**src/rtl/ps2_key_pkg.sv**
```systemverilog
// ps2_key_pkg: shared event kinds, set-2 scan-code constants and FSM states
package ps2_key_pkg;
  typedef enum logic [2:0] {
    EV_CHAR  = 3'd0,
    EV_ENTER = 3'd1,
    EV_BKSP  = 3'd2,
    EV_UP    = 3'd3,
    EV_DOWN  = 3'd4
  } ev_kind_t;
  typedef enum logic [1:0] {S_IDLE, S_EXT, S_BRK, S_EXT_BRK} state_t;
  localparam logic [7:0] SC_E0     = 8'hE0;
  localparam logic [7:0] SC_F0     = 8'hF0;
  localparam logic [7:0] SC_LSHIFT = 8'h12;
  localparam logic [7:0] SC_RSHIFT = 8'h59;
  localparam logic [7:0] SC_CAPS   = 8'h58;
  localparam logic [7:0] SC_ENTER  = 8'h5A;
  localparam logic [7:0] SC_BKSP   = 8'h66;
  localparam logic [7:0] SC_UP     = 8'h75;
  localparam logic [7:0] SC_DOWN   = 8'h72;
  localparam logic [7:0] SC_SPACE  = 8'h29;
endpackage

```
**src/rtl/ps2_scan_to_ascii.sv**
```systemverilog
// ps2_scan_to_ascii: combinational set-2 make code to ASCII for letters, digits and space
module ps2_scan_to_ascii import ps2_key_pkg::*; (
  input  logic [7:0] code,
  input  logic       shift,
  input  logic       caps,
  output logic [7:0] ascii,
  output logic       is_char
);
  logic [7:0] base, sym;
  logic       letter;
  always_comb begin
    base   = 8'h00;
    sym    = 8'h00;
    letter = 1'b0;
    case (code)
      8'h1C: {letter, base} = {1'b1, "a"};
      8'h32: {letter, base} = {1'b1, "b"};
      8'h21: {letter, base} = {1'b1, "c"};
      8'h23: {letter, base} = {1'b1, "d"};
      8'h24: {letter, base} = {1'b1, "e"};
      8'h2B: {letter, base} = {1'b1, "f"};
      8'h34: {letter, base} = {1'b1, "g"};
      8'h33: {letter, base} = {1'b1, "h"};
      8'h43: {letter, base} = {1'b1, "i"};
      8'h3B: {letter, base} = {1'b1, "j"};
      8'h42: {letter, base} = {1'b1, "k"};
      8'h4B: {letter, base} = {1'b1, "l"};
      8'h3A: {letter, base} = {1'b1, "m"};
      8'h31: {letter, base} = {1'b1, "n"};
      8'h44: {letter, base} = {1'b1, "o"};
      8'h4D: {letter, base} = {1'b1, "p"};
      8'h15: {letter, base} = {1'b1, "q"};
      8'h2D: {letter, base} = {1'b1, "r"};
      8'h1B: {letter, base} = {1'b1, "s"};
      8'h2C: {letter, base} = {1'b1, "t"};
      8'h3C: {letter, base} = {1'b1, "u"};
      8'h2A: {letter, base} = {1'b1, "v"};
      8'h1D: {letter, base} = {1'b1, "w"};
      8'h22: {letter, base} = {1'b1, "x"};
      8'h35: {letter, base} = {1'b1, "y"};
      8'h1A: {letter, base} = {1'b1, "z"};
      8'h16: {base, sym} = {"1", "!"};
      8'h1E: {base, sym} = {"2", "@"};
      8'h26: {base, sym} = {"3", "#"};
      8'h25: {base, sym} = {"4", "$"};
      8'h2E: {base, sym} = {"5", "%"};
      8'h36: {base, sym} = {"6", "^"};
      8'h3D: {base, sym} = {"7", "&"};
      8'h3E: {base, sym} = {"8", "*"};
      8'h46: {base, sym} = {"9", "("};
      8'h45: {base, sym} = {"0", ")"};
      SC_SPACE: {base, sym} = {8'h20, 8'h20};
      default: ;
    endcase
    is_char = base != 8'h00;
    ascii   = letter ? ((shift ^ caps) ? base - 8'h20 : base) : (shift ? sym : base);
  end
endmodule

```
**src/rtl/ps2_key_event_ctrl.sv**
```systemverilog
// ps2_key_event_ctrl: sequences PS/2 set-2 bytes into key events queued in a FWFT FIFO
module ps2_key_event_ctrl import ps2_key_pkg::*; #(
  parameter int FIFO_DEPTH     = 8,
  parameter int TIMEOUT_CYCLES = 1_000_000
) (
  input  logic       clk,
  input  logic       rst,
  input  logic [7:0] scan_byte,
  input  logic       scan_valid,
  output logic       ev_valid,
  input  logic       ev_ready,
  output logic [2:0] ev_kind,
  output logic [7:0] ev_char,
  output logic       shift_held,
  output logic       caps_lock,
  output logic       overflow,
  output logic       proto_err
);
  localparam int PW = $clog2(FIFO_DEPTH);
  localparam int TW = $clog2(TIMEOUT_CYCLES);
  state_t         state, state_nx;
  ev_kind_t       kind;
  logic [TW-1:0]  timer;
  logic [PW-1:0]  wr_ptr, rd_ptr;
  logic [PW:0]    count;
  logic [10:0]    mem [FIFO_DEPTH];
  logic [7:0]     ascii, ch;
  logic           lshift, rshift, caps_held, is_char;
  logic           make_n, make_e, brk_n, timeout, push, push_ok, pop, full;
  ps2_scan_to_ascii u_dec (.code(scan_byte), .shift(shift_held), .caps(caps_lock), .ascii(ascii), .is_char(is_char));
  assign shift_held = lshift | rshift;
  assign ev_valid   = count != '0;
  assign full       = count == (PW+1)'(FIFO_DEPTH);
  assign pop        = ev_valid & ev_ready;
  assign push_ok    = push & (~full | pop);
  assign {ev_kind, ev_char} = ev_valid ? mem[rd_ptr] : 11'd0;
  always_comb begin
    make_n   = scan_valid && state == S_IDLE && scan_byte != SC_E0 && scan_byte != SC_F0;
    make_e   = scan_valid && state == S_EXT && scan_byte != SC_F0;
    brk_n    = scan_valid && state == S_BRK;
    // a byte arriving on the expiry cycle takes priority over the timeout
    timeout  = !scan_valid && state != S_IDLE && timer == TW'(TIMEOUT_CYCLES - 1);
    state_nx = state;
    if (timeout) state_nx = S_IDLE;
    else if (scan_valid)
      case (state)
        S_IDLE:  state_nx = scan_byte == SC_E0 ? S_EXT : scan_byte == SC_F0 ? S_BRK : S_IDLE;
        S_EXT:   state_nx = scan_byte == SC_F0 ? S_EXT_BRK : S_IDLE;
        default: state_nx = S_IDLE;
      endcase
    kind = make_e ? (scan_byte == SC_UP ? EV_UP : EV_DOWN)
         : scan_byte == SC_ENTER ? EV_ENTER : scan_byte == SC_BKSP ? EV_BKSP : EV_CHAR;
    ch   = kind == EV_CHAR ? ascii : 8'h00;
    push = (make_n && (is_char || scan_byte == SC_ENTER || scan_byte == SC_BKSP))
        || (make_e && (scan_byte == SC_UP || scan_byte == SC_DOWN));
  end
  always_ff @(posedge clk)
    if (rst && push_ok) mem[wr_ptr] <= {kind, ch};
  always_ff @(posedge clk) begin
    if (!rst) begin
      state     <= S_IDLE;
      timer     <= '0;
      lshift    <= 1'b0;
      rshift    <= 1'b0;
      caps_lock <= 1'b0;
      caps_held <= 1'b0;
      wr_ptr    <= '0;
      rd_ptr    <= '0;
      count     <= '0;
      overflow  <= 1'b0;
      proto_err <= 1'b0;
    end else begin
      state <= state_nx;
      timer <= (scan_valid || state == S_IDLE || timeout) ? '0 : timer + 1'b1;
      if (make_n && scan_byte == SC_LSHIFT) lshift <= 1'b1;
      if (brk_n && scan_byte == SC_LSHIFT) lshift <= 1'b0;
      if (make_n && scan_byte == SC_RSHIFT) rshift <= 1'b1;
      if (brk_n && scan_byte == SC_RSHIFT) rshift <= 1'b0;
      // caps_held suppresses re-toggling on typematic repeats
      if (make_n && scan_byte == SC_CAPS) begin
        caps_held <= 1'b1;
        if (!caps_held) caps_lock <= ~caps_lock;
      end
      if (brk_n && scan_byte == SC_CAPS) caps_held <= 1'b0;
      if (timeout) proto_err <= 1'b1;
      if (push && !push_ok) overflow <= 1'b1;
      if (push_ok) wr_ptr <= wr_ptr + 1'b1;
      if (pop) rd_ptr <= rd_ptr + 1'b1;
      count <= count + (PW+1)'(push_ok) - (PW+1)'(pop);
    end
  end
endmodule

```
**config.mk**
```make
export PLATFORM = sky130hd
export DESIGN_NAME = ps2_key_event_ctrl
export DESIGN_NICKNAME = d
export VERILOG_FILES = /design/src/rtl/ps2_key_pkg.sv /design/src/rtl/ps2_scan_to_ascii.sv /design/src/rtl/ps2_key_event_ctrl.sv
export SDC_FILE = /design/constraint.sdc
export NUM_CORES = 1
export LEC_CHECK = 0
export CORE_ASPECT_RATIO = 0.9
export CORE_UTILIZATION = 40
export CTS_CLUSTER_DIAMETER = 40
export DETAILED_ROUTE_END_ITERATION = 8
export SLEW_MARGIN = 40
export SYNTH_ARGS = -nofsm -noshare
export SYNTH_HDL_FRONTEND = slang
export SYNTH_SLANG_ARGS = --single-unit
```
**constraint.sdc**
```tcl
create_clock -name clk -period 12.5 [get_ports clk]
set_input_delay 3.75 -clock clk [delete_from_list [all_inputs] [get_ports clk]]
set_output_delay 3.75 -clock clk [all_outputs]
set_load 0.05 [all_outputs]
```
==> flow_metrics.env <==
export IMPL_outcome="finished clean"
export IMPL_grt_use_total_pct=18.5
export IMPL_syn_inst=527
export IMPL_htree_levels=4
export IMPL_core_area_sq_mm=0.0154
export IMPL_path_class="in2reg"
export IMPL_final_cell_mix="88 x edfxtp_1, 65 x nor2_1, 42 x nand2_1"
export IMPL_rsz0062_at_grt="false"
export IMPL_worst_slew_margin_rel_pct=43.2
export IMPL_numCtsBuffers=17
export IMPL_p_seq_share_pct=36.6
export IMPL_die_area_sq_mm=0.0163
export IMPL_cap_viol_max_count=0
export IMPL_dpl_cell_count=745
export IMPL_ys_async_sr_fraction_pct=0
export IMPL_cts_resized=0
export IMPL_post_cts_buffers=0
export IMPL_postRouteAntennaNets=0
export IMPL_ys_seq_area_share_pct=54.9
export IMPL_n_antenna_cell=0
export IMPL_start_util_pct=41.0
export IMPL_ys_ff_latch=129
export IMPL_io_pins=28
export IMPL_syn2layout_area_growth_pct=17.4
export IMPL_setup_viol=0
export IMPL_cp_start_kind="input pin"
export IMPL_p_int_mw=0.910
export IMPL_crit_arrival_ps=7640
export IMPL_initialDrtViolationCount=286
export IMPL_grt_max_degree=26
export IMPL_die_height_um=121
export IMPL_fin_ws_ps=4980
export IMPL_wl_per_cell_um=17.9
export IMPL_fin_crit_sh_pct=60.2
export IMPL_synth_cell_types=70
export IMPL_peakVddDrop_uv=135
export IMPL_p_clk_share_pct=37.2
export IMPL_numPortBuffers=27
export IMPL_min_period_ps=7520
export IMPL_rows=43
export IMPL_crit_fanout=20
export IMPL_whs_ps=455
export IMPL_fin_cells=777
export IMPL_grt_pass1_wl_um=22400
export IMPL_required_ps=12620
export IMPL_p_sw_mw=0.404
export IMPL_clockRootBuffer="clkbuf_16"
export IMPL_hold_path_class="reg2reg"
export IMPL_overflow=0
export IMPL_vias_per_cell=5.48
export IMPL_fin_setup_tns_ps=0
export IMPL_ys_warn_count=0
export IMPL_antenna_found_initial=0
export IMPL_finalMaxSlewViolations=0
export IMPL_worstMarginPinSlew_ps=846
export IMPL_fin_area_sq_mm=0.00741
export IMPL_hold_viol_final=0
export IMPL_finalNetCount=583
export IMPL_max_freq_mhz=133
export IMPL_dieWidth_um=134
export IMPL_wl_um=13900
export IMPL_netlist_area_sq_mm=0.00631
export IMPL_end_kind="register"
export IMPL_drive_above_1_share_pct=16.0
export IMPL_grt_pass1_vias=4119
export IMPL_num_vias=4259
export IMPL_clkLatencyLatePin_ps=420
export IMPL_placed_area_sq_mm=0.00680
export IMPL_p_sw_share_pct=30.7
export IMPL_synthFlopType="edfxtp_1"
export IMPL_syn_mean_instance_area_sq_um=12.0
export IMPL_gp_congestion=0.904
export IMPL_ctsHoldBuffers=0
export IMPL_pre_cts_slack_ps=4600
export IMPL_clk_pin_slew_ps=50
export IMPL_clk_path_buf_depth=2
export IMPL_firstDrtPassIters=5
export IMPL_leakage_nw=2.40
export IMPL_cts_tree="done"
export IMPL_synth_edf_count=88
export IMPL_drc=0
export IMPL_p_per_area_mw_per_mm2=177
export IMPL_p_total_mw=1.31
export IMPL_dpl_hpwl_um=9640
export IMPL_clock_sinks=129
export IMPL_clock_skew_ps=9.72
export IMPL_combPwrFrac_pct=26.3
export IMPL_layout_cells_most_common="edfxtp_1"
export IMPL_post_route_util_pct=48.1
==> routing by layer <==
metal | global-route usage [%] | share of wire [%] | vias up | routed length [um]
li1 | - | - | 2025 | -
met1 | 24.2 | 45 | 2084 | 6220
met2 | 29.9 | 49 | 130 | 6860
met3 | 4.80 | 4.5 | 20 | 632
met4 | 6.18 | 1.4 | 0 | 191
met5 | 0 | 0 | - | 0
==> cells in the mapped netlist, drive strengths merged, types with 5 or more instances <==
cell type | count | share of area, %
ha | 8 | 1.6
nor3 | 17 | 1.4
o21ai | 13 | 1.1
nand4 | 9 | 0.89
a21oi | 14 | 1.1
clkbuf | 8 | 0.48
buf | 16 | 1.5
nand2 | 43 | 2.6
o211ai | 5 | 0.59
nor4b | 5 | 1.2
dfxtp | 41 | 13
xnor2 | 11 | 1.5
and2 | 13 | 1.3
xor2 | 13 | 1.8
nor2b | 9 | 0.89
mux4 | 22 | 7.9
nor2 | 70 | 4.2
nand3 | 15 | 1.3
mux2i | 17 | 2.7
and3 | 6 | 0.59
inv | 13 | 0.77
a31oi | 6 | 0.83
nand2b | 13 | 1.3
edfxtp | 88 | 42
==> area by class of cell <==
class | instances | area [sq um]
Clock buffer | 23 | 544
Clock inverter | 9 | 61.3
Fill cell | 1388 | 7980
Inverter | 13 | 48.8
Multi-Input combinational cell | 368 | 2720
Sequential cell | 129 | 3460
Tap cell | 202 | 253
Timing Repair Buffer | 33 | 310
==> logic make-up after synthesis <==
family                     count (synthesis)  share of synthesized area (%)
and+or+nand+nor                          220                           18.6
DFF                                      129                           54.9
AOI/OAI and AO/OA                         68                           7.91
muxes                                     39                           10.5
buffers and inverters                     37                           2.76
xor gates and xnor gates                  24                           3.33
adders and majority gates                  9                           1.90
other                                      1                         0.0594
==> power groups by stage <==
stage	clock [mW]	combinational, mW	sequential [mW]
after global routing	0.516	0.374	0.483
after CTS	0.495	0.351	0.481
final	0.488	0.345	0.481
after floorplan	0	0.260	0.483
after global placement	0	0.347	0.490
after detailed placement	0	0.350	0.490
==> critical path, cell delays in order <==
cell and delay (ps):
clkdlybuf4s50_1 980, inv_1 250, nor3_1 650, o211ai_1 340, nand4b_4 190, nor4_4 80
a31oi_4 210, nand2_1 180, nor4b_2 710, buf_4 280
==> sequential cells by signal, indices dropped and copies added, names as in the netlist, named ones only <==
name	cells
state	2
count	4
proto_err	1
mem	88
rshift	1
caps_lock	1
rd_ptr	3
lshift	1
overflow	1
timer	20
wr_ptr	3
caps_held	1
==> path summary, 6_finish.rpt <==
kind | startpoint | to | slack (ps) | depth (start not counted)
max | scan_byte[5] | mem[1][5]$_DFFE_PP_ | 4980 | 10
min | timer[0]$_SDFF_PP0_ | timer[0]$_SDFF_PP0_ | 460 | 1
max reg2reg | state[0]$_SDFFE_PP0P_ | mem[1][5]$_DFFE_PP_ | 9550 | 8
min reg2reg | timer[0]$_SDFF_PP0_ | timer[0]$_SDFF_PP0_ | 460 | 1
Power figures use the tool's default switching activity.
